[config.mk]
export PLATFORM = sky130hd
export DESIGN_NAME = branch_pred_table
export DESIGN_NICKNAME = d
export VERILOG_FILES = /design/src/rtl/bp_pkg.sv /design/src/rtl/bp_inflight_fifo.sv /design/src/rtl/branch_pred_table.sv
export SDC_FILE = /design/constraint.sdc
export NUM_CORES = 1
export LEC_CHECK = 0
export ABC_AREA = 1
export BUFFER_PORTS_ARGS = -buffer_cell sky130_fd_sc_hd__buf_2
export CAP_MARGIN = 20
export CORE_ASPECT_RATIO = 1.25
export CORE_MARGIN = 3
export CORE_UTILIZATION = 25
export DETAILED_ROUTE_END_ITERATION = 12
export PLACE_DENSITY_LB_ADDON = 0.25
export SLEW_MARGIN = 20
export SYNTH_ARGS = -nofsm -noshare
export SYNTH_HDL_FRONTEND = slang
export SYNTH_SLANG_ARGS = --single-unit
[constraint.sdc]
create_clock -name i_clk -period 2.55 [get_ports i_clk]
set_input_delay 0.255 -clock i_clk [delete_from_list [all_inputs] [get_ports i_clk]]
set_output_delay 0.255 -clock i_clk [all_outputs]
set_load 0.01 [all_outputs]
[src/rtl/bp_pkg.sv]
// Shared types and helpers for the IF-stage branch predictor.
package bp_pkg;

  // Storage widths for in-flight entries; narrower instances zero-extend into them.
  localparam int unsigned PcMaxW  = 64;
  localparam int unsigned IdxMaxW = 16;
  localparam int unsigned CtrMaxW = 8;

  typedef struct packed {
    logic [IdxMaxW-1:0] idx;
    logic               pred;
    logic [PcMaxW-1:0]  alt_pc;
  } inflight_t;

  // Weakly not-taken: 2^(bits-1)-1.
  function automatic logic [CtrMaxW-1:0] ctr_init(input int unsigned bits);
    return CtrMaxW'((1 << (bits - 1)) - 1);
  endfunction

  // Saturating up/down step for a counter of the given width.
  function automatic logic [CtrMaxW-1:0] ctr_sat(input logic [CtrMaxW-1:0] ctr,
                                                 input int unsigned        bits,
                                                 input logic               up);
    logic [CtrMaxW-1:0] max_v;
    max_v = CtrMaxW'((1 << bits) - 1);
    if (up) return (ctr == max_v) ? ctr : ctr + 1'b1;
    else    return (ctr == '0)    ? ctr : ctr - 1'b1;
  endfunction

  // Word-aligned PC bits [idx_w+1:2]; aliasing is accepted, there are no tags.
  function automatic logic [IdxMaxW-1:0] pc_idx(input logic [PcMaxW-1:0] pc,
                                                input int unsigned       idx_w);
    logic [PcMaxW-1:0] mask;
    mask = (PcMaxW'(1) << idx_w) - 1'b1;
    return IdxMaxW'((pc >> 2) & mask);
  endfunction

endpackage

[src/rtl/bp_inflight_fifo.sv]
// Circular buffer of predicted-but-unresolved branches, oldest at the head.
module bp_inflight_fifo
  import bp_pkg::*;
#(
  parameter int unsigned Depth = 4
) (
  input  logic      i_clk,
  input  logic      i_rst_n,
  input  logic      i_push,
  input  inflight_t i_entry,
  input  logic      i_pop,
  input  logic      i_flush,
  output inflight_t o_head,
  output logic      o_empty,
  output logic      o_full
);

  localparam int unsigned PtrW = (Depth > 1) ? $clog2(Depth) : 1;

  inflight_t         mem_q [Depth];
  inflight_t         mem_d [Depth];
  logic [PtrW-1:0]   wr_ptr_q, wr_ptr_d;
  logic [PtrW-1:0]   rd_ptr_q, rd_ptr_d;
  logic [PtrW:0]     cnt_q, cnt_d;
  logic              do_push, do_pop;

  assign o_empty = (cnt_q == '0);
  assign o_full  = (cnt_q == (PtrW + 1)'(Depth));
  assign o_head  = mem_q[rd_ptr_q];
  assign do_push = i_push & ~o_full;
  assign do_pop  = i_pop & ~o_empty;

  // Next-state: flush discards everything; otherwise push/pop with power-of-two wrap.
  always_comb begin
    mem_d    = mem_q;
    wr_ptr_d = wr_ptr_q;
    rd_ptr_d = rd_ptr_q;
    cnt_d    = cnt_q;
    if (i_flush) begin
      wr_ptr_d = '0;
      rd_ptr_d = '0;
      cnt_d    = '0;
    end else begin
      if (do_push) begin
        mem_d[wr_ptr_q] = i_entry;
        wr_ptr_d        = wr_ptr_q + 1'b1;
      end
      if (do_pop) rd_ptr_d = rd_ptr_q + 1'b1;
      if (do_push && !do_pop)      cnt_d = cnt_q + 1'b1;
      else if (!do_push && do_pop) cnt_d = cnt_q - 1'b1;
    end
  end

  // State registers, synchronous active-low reset.
  always_ff @(posedge i_clk) begin
    if (!i_rst_n) begin
      wr_ptr_q <= '0;
      rd_ptr_q <= '0;
      cnt_q    <= '0;
      for (int i = 0; i < int'(Depth); i++) mem_q[i] <= '0;
    end else begin
      wr_ptr_q <= wr_ptr_d;
      rd_ptr_q <= rd_ptr_d;
      cnt_q    <= cnt_d;
      mem_q    <= mem_d;
    end
  end

endmodule

[src/rtl/branch_pred_table.sv]
// IF-stage branch predictor: per-PC saturating counters, next-PC mux, misprediction
// recovery from the in-flight FIFO, and resolved/mispredict statistics.
module branch_pred_table
  import bp_pkg::*;
#(
  parameter int unsigned PC_W     = 32,
  parameter int unsigned ENTRIES  = 64,
  parameter int unsigned CTR_BITS = 2,
  parameter int unsigned INFLIGHT = 4,
  parameter int unsigned CNT_W    = 16
) (
  input  logic             i_clk,
  input  logic             i_rst_n,
  input  logic [PC_W-1:0]  i_pc,
  input  logic             i_br,
  input  logic             i_jal,
  input  logic [PC_W-1:0]  i_imm,
  input  logic             i_stall,
  input  logic             i_res_valid,
  input  logic             i_res_taken,
  output logic             o_pred,
  output logic             o_jump,
  output logic [PC_W-1:0]  o_pc_next,
  output logic             o_miss,
  output logic             o_full,
  output logic [CNT_W-1:0] o_br_cnt,
  output logic [CNT_W-1:0] o_miss_cnt
);

  localparam int unsigned IDX_W = $clog2(ENTRIES);
  localparam logic [CTR_BITS-1:0] CtrInit = CTR_BITS'(ctr_init(CTR_BITS));

  logic [CTR_BITS-1:0] ctr_q [ENTRIES];
  logic [CTR_BITS-1:0] ctr_d [ENTRIES];
  logic [CNT_W-1:0]    br_cnt_q, br_cnt_d;
  logic [CNT_W-1:0]    miss_cnt_q, miss_cnt_d;

  logic [IDX_W-1:0] idx, head_idx;
  logic [PC_W-1:0]  pc_plus4, pc_target;
  logic             pred, resolve, miss, push, fifo_empty, unused_head;
  inflight_t        head, entry;

  assign idx       = IDX_W'(pc_idx(PcMaxW'(i_pc), IDX_W));
  assign pred      = ctr_q[idx][CTR_BITS-1];
  assign pc_plus4  = i_pc + PC_W'(4);
  assign pc_target = i_pc + i_imm;

  assign head_idx    = IDX_W'(head.idx);
  assign resolve     = i_res_valid & ~fifo_empty;
  assign miss        = resolve & (head.pred != i_res_taken);
  assign push        = i_br & ~i_stall & ~o_full & ~miss;
  assign unused_head = ^{head.idx, head.alt_pc};

  assign entry.idx    = IdxMaxW'(idx);
  assign entry.pred   = pred;
  assign entry.alt_pc = PcMaxW'(pred ? pc_plus4 : pc_target);

  // Next fetch PC: recovery beats prediction beats sequential.
  always_comb begin
    o_pred    = pred;
    o_miss    = miss;
    o_jump    = miss | i_jal | (i_br & pred);
    o_pc_next = pc_plus4;
    if (miss)                     o_pc_next = PC_W'(head.alt_pc);
    else if (i_jal || (i_br && pred)) o_pc_next = pc_target;
  end

  bp_inflight_fifo #(
    .Depth (INFLIGHT)
  ) u_fifo (
    .i_clk   (i_clk),
    .i_rst_n (i_rst_n),
    .i_push  (push),
    .i_entry (entry),
    .i_pop   (resolve),
    .i_flush (miss),
    .o_head  (head),
    .o_empty (fifo_empty),
    .o_full  (o_full)
  );

  // Counter training and saturating statistics on each resolution.
  always_comb begin
    ctr_d      = ctr_q;
    br_cnt_d   = br_cnt_q;
    miss_cnt_d = miss_cnt_q;
    if (resolve) begin
      ctr_d[head_idx] = CTR_BITS'(ctr_sat(CtrMaxW'(ctr_q[head_idx]), CTR_BITS, i_res_taken));
      if (br_cnt_q != '1)          br_cnt_d   = br_cnt_q + 1'b1;
      if (miss && miss_cnt_q != '1) miss_cnt_d = miss_cnt_q + 1'b1;
    end
  end

  // State registers, synchronous active-low reset.
  always_ff @(posedge i_clk) begin
    if (!i_rst_n) begin
      for (int i = 0; i < int'(ENTRIES); i++) ctr_q[i] <= CtrInit;
      br_cnt_q   <= '0;
      miss_cnt_q <= '0;
    end else begin
      ctr_q      <= ctr_d;
      br_cnt_q   <= br_cnt_d;
      miss_cnt_q <= miss_cnt_d;
    end
  end

  assign o_br_cnt   = br_cnt_q;
  assign o_miss_cnt = miss_cnt_q;

endmodule

## Yosys cells after proc, flatten, opt, wreduce, memory -nomap -nowiden

Cells that the tools add are included.

| word-level totals | value |
|---|---|
| logic and storage cells | 161 |
| memory bits (writable) | 0 |
| memories | 0 |
| bits in latches | 0 |
| input bits | 71 |
| register bits after elaboration | 491 |
| bits in read-only memories | 0 |

| operators by class | value |
|---|---|
| reduce and logical (&&, ||, !) cells | 16 |
| equality and inequality tests | 5 |
| shift operators | 0 |
| mux-type cells | 24 |
| $add $sub $neg | 10 |
| div/mod/pow operators | 0 |
| magnitude comparators | 6 |
| multipliers | 0 |
| bitwise logic cells | 19 |

Operators by type and width:

| cell | count |
|---|---|
| bitwise mux 324 bit | 1 |
| binary-select mux 81 bit (select 2 bit) | 1 |
| demux 81 bit (select 2 bit) | 1 |
| two-way mux 71 bit | 2 |
| bitwise mux 128 bit | 1 |
| two-way mux 32 bit | 3 |
| two-way mux 81 bit | 1 |
| adder 16 x 1 -> 16 bit (second input constant) | 2 |
| adder 32 x 3 -> 32 bit (second input constant) | 1 |
| adder 32 bit | 1 |
| != test 16 bit (second input constant) | 2 |
| binary-select mux 2 bit (select 6 bit) | 2 |
| two-way mux 2 bit | 9 |
| greater-or-equal comparator 7 bit (second input constant) | 2 |
| NOT 6 -> 7 bit | 2 |
| demux 2 bit (select 6 bit) | 1 |
| AND 1 bit | 8 |
| < comparator 7 x 1 -> 1 bit (second input constant) | 1 |
| adder 2 x 1 -> 2 bit (second input constant) | 3 |
| greater-or-equal comparator 3 bit (second input constant) | 2 |
| logical AND 1 bit | 6 |
| two-way mux 3 bit | 2 |
| NOT 2 -> 3 bit | 2 |
| AND reduction 2 bit | 3 |
| other kinds (15) | 21 |

## Longest topological paths before layout

Gate-level depths: netlist of run 1.

| logic depth | value |
|---|---|
| depth after elaboration | 13 |
| mapped depth | 23 |

## Cells and area by module

Synthesis of run 1 repeated with hierarchy kept, for this count alone.

| second synthesis, totals | value |
|---|---|
| cells, all modules | 4709 |
| area total of the unflattened synthesis | 28089.4 sq um |

By module, submodules not included:

| module | cells an instance | area each (sq um) | instances |
|---|---|---|---|
| bp_inflight_fifo | 2563 | 15865.2 | 1 |
| branch_pred_table | 2146 | 12224.2 | 1 |

## Least setup slack after synthesis of run 1

Ideal clock, no wire load.

| timing path | value |
|---|---|
| path type | input to output |
| start point | input port i_pc[2] |
| end point | output port o_pc_next[10] |
| required time | 2295 ps |
| path buffers | 3 |
| path slack | 271 ps |
| arrival | 2024 ps |
| stages on the path | 14 |
| path through | buf_4 -> clkinv_1 -> clkbuf_1 -> nor2_1 -> o211ai_1 -> nand3_1 -> nand4_1 -> nand3_1 -> nand2_1 -> nand2_1 -> nand2_1 -> buf_2 -> nand3_1 -> nand3_1 |

| between the ends | value |
|---|---|
| word-level cells in the longest chain between the ends | 8 |
| elaborated cells on any way between the ends | 10 |

Ends and longest elaborated chain:

| what | line | source |
|---|---|---|
| start: declaration | branch_pred_table.sv:14 | `input logic [PC_W-1:0] i_pc,` |
| NOT 6 -> 7 bit (not written as such) | branch_pred_table.sv:44 | `assign pred = ctr_q[idx][CTR_BITS-1];` |
| binary-select mux 2 bit (select 6 bit) | branch_pred_table.sv:44 |  |
| two-way mux 2 bit (not written as such) (2 in series) | branch_pred_table.sv:44 |  |
| logical AND 1 bit | branch_pred_table.sv:65 | `else if (i_jal \|\| (i_br && pred)) o_pc_next = pc_target;` |
| logical OR 1 bit | branch_pred_table.sv:65 |  |
| two-way mux 32 bit (*) | branch_pred_table.sv:65 |  |
| two-way mux 32 bit (*) | branch_pred_table.sv:64 | `if (miss) o_pc_next = PC_W'(head.alt_pc);` |
| end: declaration | branch_pred_table.sv:23 | `output logic [PC_W-1:0] o_pc_next,` |

Mark *: on every way between the ends. The rest lies on a longest branch, timed or not. The select of a mux whose other input is x is not followed.

## Worst setup path after layout of run 1

| timing path | value |
|---|---|
| start point | register u_fifo.rd_ptr_q[0] |
| end point | register ctr_q[47] (netlist bit) |

| between the ends | value |
|---|---|
| word-level cells in the longest chain between the ends | 13 |
| elaborated cells on any way between the ends | 22 |

Ends and longest elaborated chain:

| what | line | source |
|---|---|---|
| start: declaration | bp_inflight_fifo.sv:23 | `logic [PtrW-1:0] rd_ptr_q, rd_ptr_d;` |
| start signal: assignment | bp_inflight_fifo.sv:63 | `rd_ptr_q <= rd_ptr_d;` |
| NOT 2 -> 3 bit (not written as such) (*) | bp_inflight_fifo.sv:29 | `assign o_head = mem_q[rd_ptr_q];` |
| binary-select mux 81 bit (select 2 bit) (*) | bp_inflight_fifo.sv:29 |  |
| two-way mux 71 bit (not written as such) (*) (2 in series) | bp_inflight_fifo.sv:29 |  |
| NOT 6 -> 7 bit (not written as such) (*) | branch_pred_table.sv:88 | `ctr_d[head_idx] = CTR_BITS'(ctr_sat(CtrMaxW'(ctr_q[head_idx]), CTR_BITS, i_res_taken));` |
| binary-select mux 2 bit (select 6 bit) | branch_pred_table.sv:88 |  |
| two-way mux 2 bit (not written as such) (2 in series) | branch_pred_table.sv:88 |  |
| subtractor 2 x 1 -> 2 bit (tied with other cells) | bp_pkg.sv:27 | `else return (ctr == '0) ? ctr : ctr - 1'b1;` |
| two-way mux 2 bit, on equally long branches | bp_pkg.sv:27, bp_pkg.sv:26 |  |
| two-way mux 2 bit | bp_pkg.sv:26 | `if (up) return (ctr == max_v) ? ctr : ctr + 1'b1;` |
| two-way mux 2 bit | branch_pred_table.sv:87 | `if (resolve) begin` |
| bitwise mux 128 bit (*) | branch_pred_table.sv:88 |  |
| end signal: assignment | branch_pred_table.sv:101 | `ctr_q <= ctr_d;` |
| end: declaration | branch_pred_table.sv:33 | `logic [CTR_BITS-1:0] ctr_q [ENTRIES];` |

Marked as above.
A chain may end at the register's enable or synchronous reset.

==> results of run 1 <==
-- final timing paths --
path / startpoint / endpoint / slack, ns / cells past startpoint
worst min-delay path: i_rst_n / u_fifo.mem_q[310]$_SDFFE_PN0P_ / 0.23 / 3
worst min register to register: ctr_q[12]$_SDFFE_PN1P_ / ctr_q[12]$_SDFFE_PN1P_ / 0.47 / 2
worst max-delay path: u_fifo.rd_ptr_q[0]$_SDFFE_PP0P_ / ctr_q[47]$_SDFFE_PN0P_ / -0.24 / 20
worst max register to register: u_fifo.rd_ptr_q[0]$_SDFFE_PP0P_ / ctr_q[47]$_SDFFE_PN0P_ / -0.24 / 20
-- through the flow --
stage          utilization (%)  cell area (um^2)  std cells  setup TNS (ns)
6_report                  36.2             27300       4417          -28.34
5_1_grt                   36.2             27200       4416          -47.77
4_1_cts                   35.7             26900       4413          -21.97
3_5_place_dp              30.6             23000       4280          -37.06
3_3_place_gp              30.6             23000       4280          -30.08
2_1_floorplan                -             19200       3034               0
-- kinds of logic (layout without fill, tap and decap cells) --
group	count (synthesis)	in the layout	synth area share (%)
muxes	1	1	0.0522
and+or+nand+nor	1310	1310	28.5
adders and majority gates	41	41	2.75
buffers and inverters	543	956	11.1
DFF	323	323	33.7
other	0	1	0
xor gates and xnor gates	59	59	2.70
AOI/OAI and AO/OA	757	757	21.2
-- worst max-delay path, cell delays in order (launching register included) --
cell     delay, ns
dfxtp_4       0.38
buf_12        0.13
buf_12        0.13
buf_6         0.12
nand2_2       0.05
nand3_2       0.07
nand2_4       0.10
buf_6         0.11
nor2_4        0.05
buf_12        0.14
nand3_2       0.06
nand2_2       0.06
o21ai_2       0.20
nand2_1       0.12
nor2_4        0.17
nand3_2       0.15
nand2_4       0.12
nand2_8       0.13
buf_12        0.16
buf_16        0.14
a21oi_2       0.13
-- synthesized netlist by cell type (all sizes together) (39+ instances only) --
library cell    n  share of area (%)
nand2         738                 15
inv           383                7.5
a21oi         331                8.6
dfxtp         323                 34
o21ai         317                8.3
nand3         282                7.5
nor2          233                4.6
clkbuf        113                2.2
o21bai         45                1.8
buf            44                1.3
xor2           44                2.0
ha             39                2.5
-- routing by layer --
layer,part of all wire (%),vias up
met4,3.6,0
met2,48,591
met3,4.8,162
li1,-,10646
met1,43,10107
met5,0,-
-- power by group --
part           internal [mW]  switching, mW
registers               5.34          0.170
clock network           3.33           2.45
logic                   6.10           7.31
-- cell type report --
class / count / area, um^2 / area share (%)
multi-input cells: 2168 / 11800 / 43.5
flip-flops and latches: 323 / 6490 / 23.8
repair buffers: 503 / 4940 / 18.1
inverters: 386 / 1480 / 5.42
well taps: 969 / 1210 / 4.45
clock buffers: 47 / 993 / 3.65
clock inverters: 20 / 294 / 1.08
diodes: 1 / 2.50 / 0.00918
-- sequential cells by signal (all words and copies together), names as in the netlist --
signal and flops:
ctr_q 128, o_br_cnt 16, o_miss_cnt 16, u_fifo.cnt_q 3
u_fifo.mem_q 156, u_fifo.rd_ptr_q 2, u_fifo.wr_ptr_q 2
-- what timing repair did --
action | CTS | global route
endpoints found under the setup margin | 222 | 197
pin swaps | 63 | 59
buffers inserted | 43 | 6
gates cloned | 26 | 2
resized for setup | 359 | 105
==> out/qor.yml, run 1 <==
synth.distinct_cells: 42
gp_congestion: 0.926
detail_route.wl_per_cell_um: 17.5
die-area_mm2: 0.0801
dr_total_vias: 21506
die_y_um: 316
cts_buffers: 37
setup_viol: 161
number_of_buffers_on_the_longest_clock_path: 3
kind_of_launch_point_of_the_worst_setup_path: "register"
nNetsFinal: 3531
grt_setup_unrepaired: "true"
synth.ff_latch_count: 323
cts.sinks: 323
crit_path_max_fanout: 8
global_route_total_overflow: 0
grt_pass1_wl_um: 120000
number_of_warnings_reported_in_the_yosys_synthesis_log: 0
buffer_ports.inserted: 138
hold_slack_final_ns: 0.228
layout.cells.most_common_list: "nand2_1 (618), inv_1 (373), dfxtp_1 (310), o21ai_0 (305), a21oi_1 (263)"
clkLatencyLatePin_ns: 0.58
hold_path.class: "in -> reg"
min_period_ns: 2.79
layout.cells.most_common: "nand2_1"
dpl.hpwl_um: 51700
worstSetupPathType: "reg -> reg"
detailedRoute.firstIterationViolations: 1461
floorplan.rows: 112
synth.net_count: 3146
syn_area_per_cell_um2: 6.32
ctsHoldBuffers: 0
pin_count_of_the_biggest_net_entering_global_routing: 79
arrival_time_at_the_worst_endpoint_ns: 3.30
tritoncts: "built"
clock_tree.htree_level_count: 2
achievable-frequency_mhz: 358
run_status: "finished, violations left"
via_count_of_the_first_global_routing_pass: 20880
cp.required_ns: 3.06
area.growth.synth_to_final_pct: 42.2
met1_usage_pct: 24.0
timing.final.hold_violations: 0
die_x_um: 254
dp_slack_ns: -0.239
syn-instance-count: 3034
detail-route-antenna-nets: 0
io_pins: 139
synth_top_flop_cell: "dfxtp_1"
synth_edf_count: 0
endpoint_kind: "register"
power.ir.vdd_worst_mv: 0.822
worst_clock_skew_ns: 0.0256
violated_checks: "negative setup slack"
start_util_pct: 25.5
drt_pre_antenna_iters: 7
grt_antenna_before_repair: 1
max_slew_margin_pct: 48.4
gr-max-usage-layer: "met2"
report.power.total_mw: 24.7
timing_max_transition_violations_final: 0
groute.layer.met2.usage_pct: 33.2
final.setup.worst_slack_ns: -0.243
gr-usage-all-layers_pct: 19.1
maxCapViolCount: 0
filler_cell_count: 7966
global_route.usage.met3_pct: 2.39
drt_drc_violations_left: 0
cellLeakagePower_nw: 12.4
tightest_slew_ns: 0.774
core_area_mm2: 0.0753
clk_pin_slew_worst_paths_ns: 0.07
min_period_over_period_pct: 110
power.density_cell_area_mw_per_mm2: 906
routed_wirelength_um: 77400
final_layout_size_suffix_gt1_share_pct: 26.1
root_buffer: "clkbuf_16"
synth_seq_area_share_pct: 33.7
area_of_the_mapped_netlist_mm2: 0.0192
postSynth.asyncResetShare_pct: 0
via_per_inst: 4.87
(Power assumes the default switching activity.)
==> inputs of run 2 (changes only) <==
- PLACE_DENSITY_LB_ADDON: 0.25 -> unset
==> run 2 against run 1 <==
Net effect:
- core utilization is 0.65 points higher
- the run still ends with negative setup slack left
- combinational power is 5% higher
- cell count is 0.77% higher
- worst setup slack worse by 0.029 ns
- routed wire length is 0.17% lower
- die area stayed put
- largest power group unchanged
==> out/qor.yml, run 2 (same netlist as run 1, synthesis figures left out) <==
run_status: "finished, violations left"
violated_checks: "negative setup slack"
clk_pin_slew_worst_paths_ns: 0.07  # about the same
power.ir.vdd_worst_mv: 0.810  # -1.5%
crit_path_max_fanout: 8  # unchanged
antenna_cells: 0  # -1
largest-register: "u_fifo.mem_q"
die-area_mm2: 0.0801  # unchanged
detail_route.wl_per_cell_um: 17.4  # -0.94%
clkLatencyLatePin_ns: 0.57  # about the same
detail-route-antenna-nets: 0  # unchanged
detailedRoute.firstIterationViolations: 1682  # +15%
endpoint_kind: "output port"
worst_clock_skew_ns: 0.0310  # +0.00537 ns
buffer_ports.inserted: 138  # unchanged
layout.cells.most_common_list: "nand2_1 (612), inv_1 (372), dfxtp_1 (310), o21ai_0 (300), buf_4 (285)"
via_count_of_the_first_global_routing_pass: 21125  # +1.2%
via_per_inst: 4.96  # +1.8%
gp_congestion: 0.912  # -1.5%
layout.cells.non_filler: 4451  # +0.77%
cp.required_ns: 2.30  # -0.76 ns
max_slew_margin_pct: 48.6  # +0.20 points
start_util_pct: 25.5  # unchanged
cellLeakagePower_nw: 12.9  # +3.9%
layout.cells.most_common: "nand2_1"
pin_count_of_the_biggest_net_entering_global_routing: 78  # -1.3%
routed_wirelength_um: 77300  # -0.17%
min_period_over_period_pct: 111  # +1.2 points
tritoncts: "built"
grt_antenna_before_repair: 1  # unchanged
io_pins: 139  # unchanged
die_x_um: 254  # unchanged
clock_tree.htree_level_count: 2  # unchanged
drt_drc_violations_left: 0  # unchanged
placed_cells_incl_taps: 4292  # +0.28%
worstSetupPathType: "reg -> out"
root_buffer: "clkbuf_16"
final.setup.worst_slack_ns: -0.273  # -0.0294 ns
power.density_cell_area_mw_per_mm2: 888  # -2.0%
arrival_time_at_the_worst_endpoint_ns: 2.57  # -0.73 ns
ctsHoldBuffers: 0  # unchanged
largest_reg_flops: 156  # unchanged
grt_setup_unrepaired: "true"
kind_of_launch_point_of_the_worst_setup_path: "register"
setup_viol: 162  # +0.62%
number_of_buffers_on_the_longest_clock_path: 3  # unchanged
timing.final.hold_violations: 0  # unchanged
core_area_mm2: 0.0753  # unchanged
hold_path.class: "in -> reg"
drt_pre_antenna_iters: 5  # -2
min_period_ns: 2.82  # +0.0294 ns
cts.sinks: 323  # unchanged
layout_top_registers: "u_fifo.mem_q x156, ctr_q x128"
final_layout_size_suffix_gt1_share_pct: 26.9  # +0.80 points
hold_slack_final_ns: 0.131  # -0.0966 ns
timing_max_transition_violations_final: 0  # unchanged
gr-usage-all-layers_pct: 18.8  # -0.30 points
tightest_slew_ns: 0.771  # -0.00303 ns
area.growth.synth_to_final_pct: 44.7
grt_pass1_wl_um: 119000  # -0.51%
maxCapViolCount: 0  # unchanged
global_route_total_overflow: 0  # unchanged
achievable-frequency_mhz: 354  # -1.0%
finalSetupTns_ns: -33.74  # -5.40 ns
dr_total_vias: 22056  # +2.6%
dpl.hpwl_um: 48700  # -5.8%
cts_buffers: 35  # -5.4%
floorplan.rows: 112  # unchanged
nNetsFinal: 3570  # +1.1%
die_y_um: 316  # unchanged
-- run 2: cell types whose count changed in the layout (fill, tap and decap cells not counted), moves of 5 or more --
cell       delta
nand3_2      -19
buf_12        +9
buf_8         +5
nand2_2      -16
nor2_2        +8
nand2_4      +22
o21ai_0       -5
nand2_1       -6
bufinv_16     -5
buf_4        +27
nor2_1        -7
nand3_1      +17
-- run 2: worst max-delay path, cell delays in order (launching register included) --
cell and delay [ns]:
dfxtp_4 0.42, buf_6 0.13, buf_12 0.09, nand2_1 0.06, nand3_2 0.08, nand2_1 0.05
nand2_1 0.09, nand3_4 0.09, buf_12 0.16, nand2_2 0.08, clkinv_4 0.10, buf_12 0.14
buf_16 0.14, nand3_1 0.10, nand3_2 0.12, buf_6 0.14
-- run 2: cell type report --
class                   instances  area, um^2
clock inverters                14         111
repair buffers                544        5490
clock buffers                  47         981
multi-input cells            2168       12000
fillers                      7829       47500
well taps                     969        1210
inverters                     386        1490
flip-flops and latches        323        6490
-- run 2: layer usage --
layer | up-vias | global-route usage, % | wire length [um]
li1 | 10726 | - | -
met1 | 10311 | 23.2 | 31800
met2 | 811 | 32.8 | 37600
met3 | 208 | 2.44 | 4600
met4 | 0 | 7.71 | 3330
met5 | - | 0 | 0
-- run 2: worst paths after layout --
check | cells past startpoint | to | start | slack [ns]
min reg2reg | 2 | ctr_q[76]$_SDFFE_PN1P_ | ctr_q[76]$_SDFFE_PN1P_ | 0.47
min | 3 | u_fifo.mem_q[228]$_SDFFE_PN0P_ | i_pc[3] | 0.13
max | 15 | o_pc_next[3] | u_fifo.rd_ptr_q[0]$_SDFFE_PP0P_ | -0.27
max reg2reg | 24 | ctr_q[114]$_SDFFE_PN1P_ | u_fifo.rd_ptr_q[0]$_SDFFE_PP0P_ | -0.27
-- run 2: power breakdown --
part           total [mW]  internal [mW]  switching, mW
registers            5.50           5.34          0.166
clock network        5.02           2.74           2.28
logic                14.1           6.48           7.63
total                24.6           14.6           10.1
-- run 2: timing repair --
action                     CTS  global route
gates resized for setup    356           160
gates cloned                36             3
buffers inserted            58            14
setup endpoints to repair  236           215
pin swaps                   51            58
-- run 2: stage by stage --
stage	utilization (%)	setup slack, ns	cell area [um^2]	power [mW]
after global placement	30.8	-0.397	23200	13.3
after CTS	36.2	-0.237	27200	25.0
final	36.9	-0.273	27700	24.6
after detailed placement	30.8	-0.394	23200	13.3
after floorplan	-	0.271	19200	10.1
after global routing	36.9	-0.380	27700	25.6
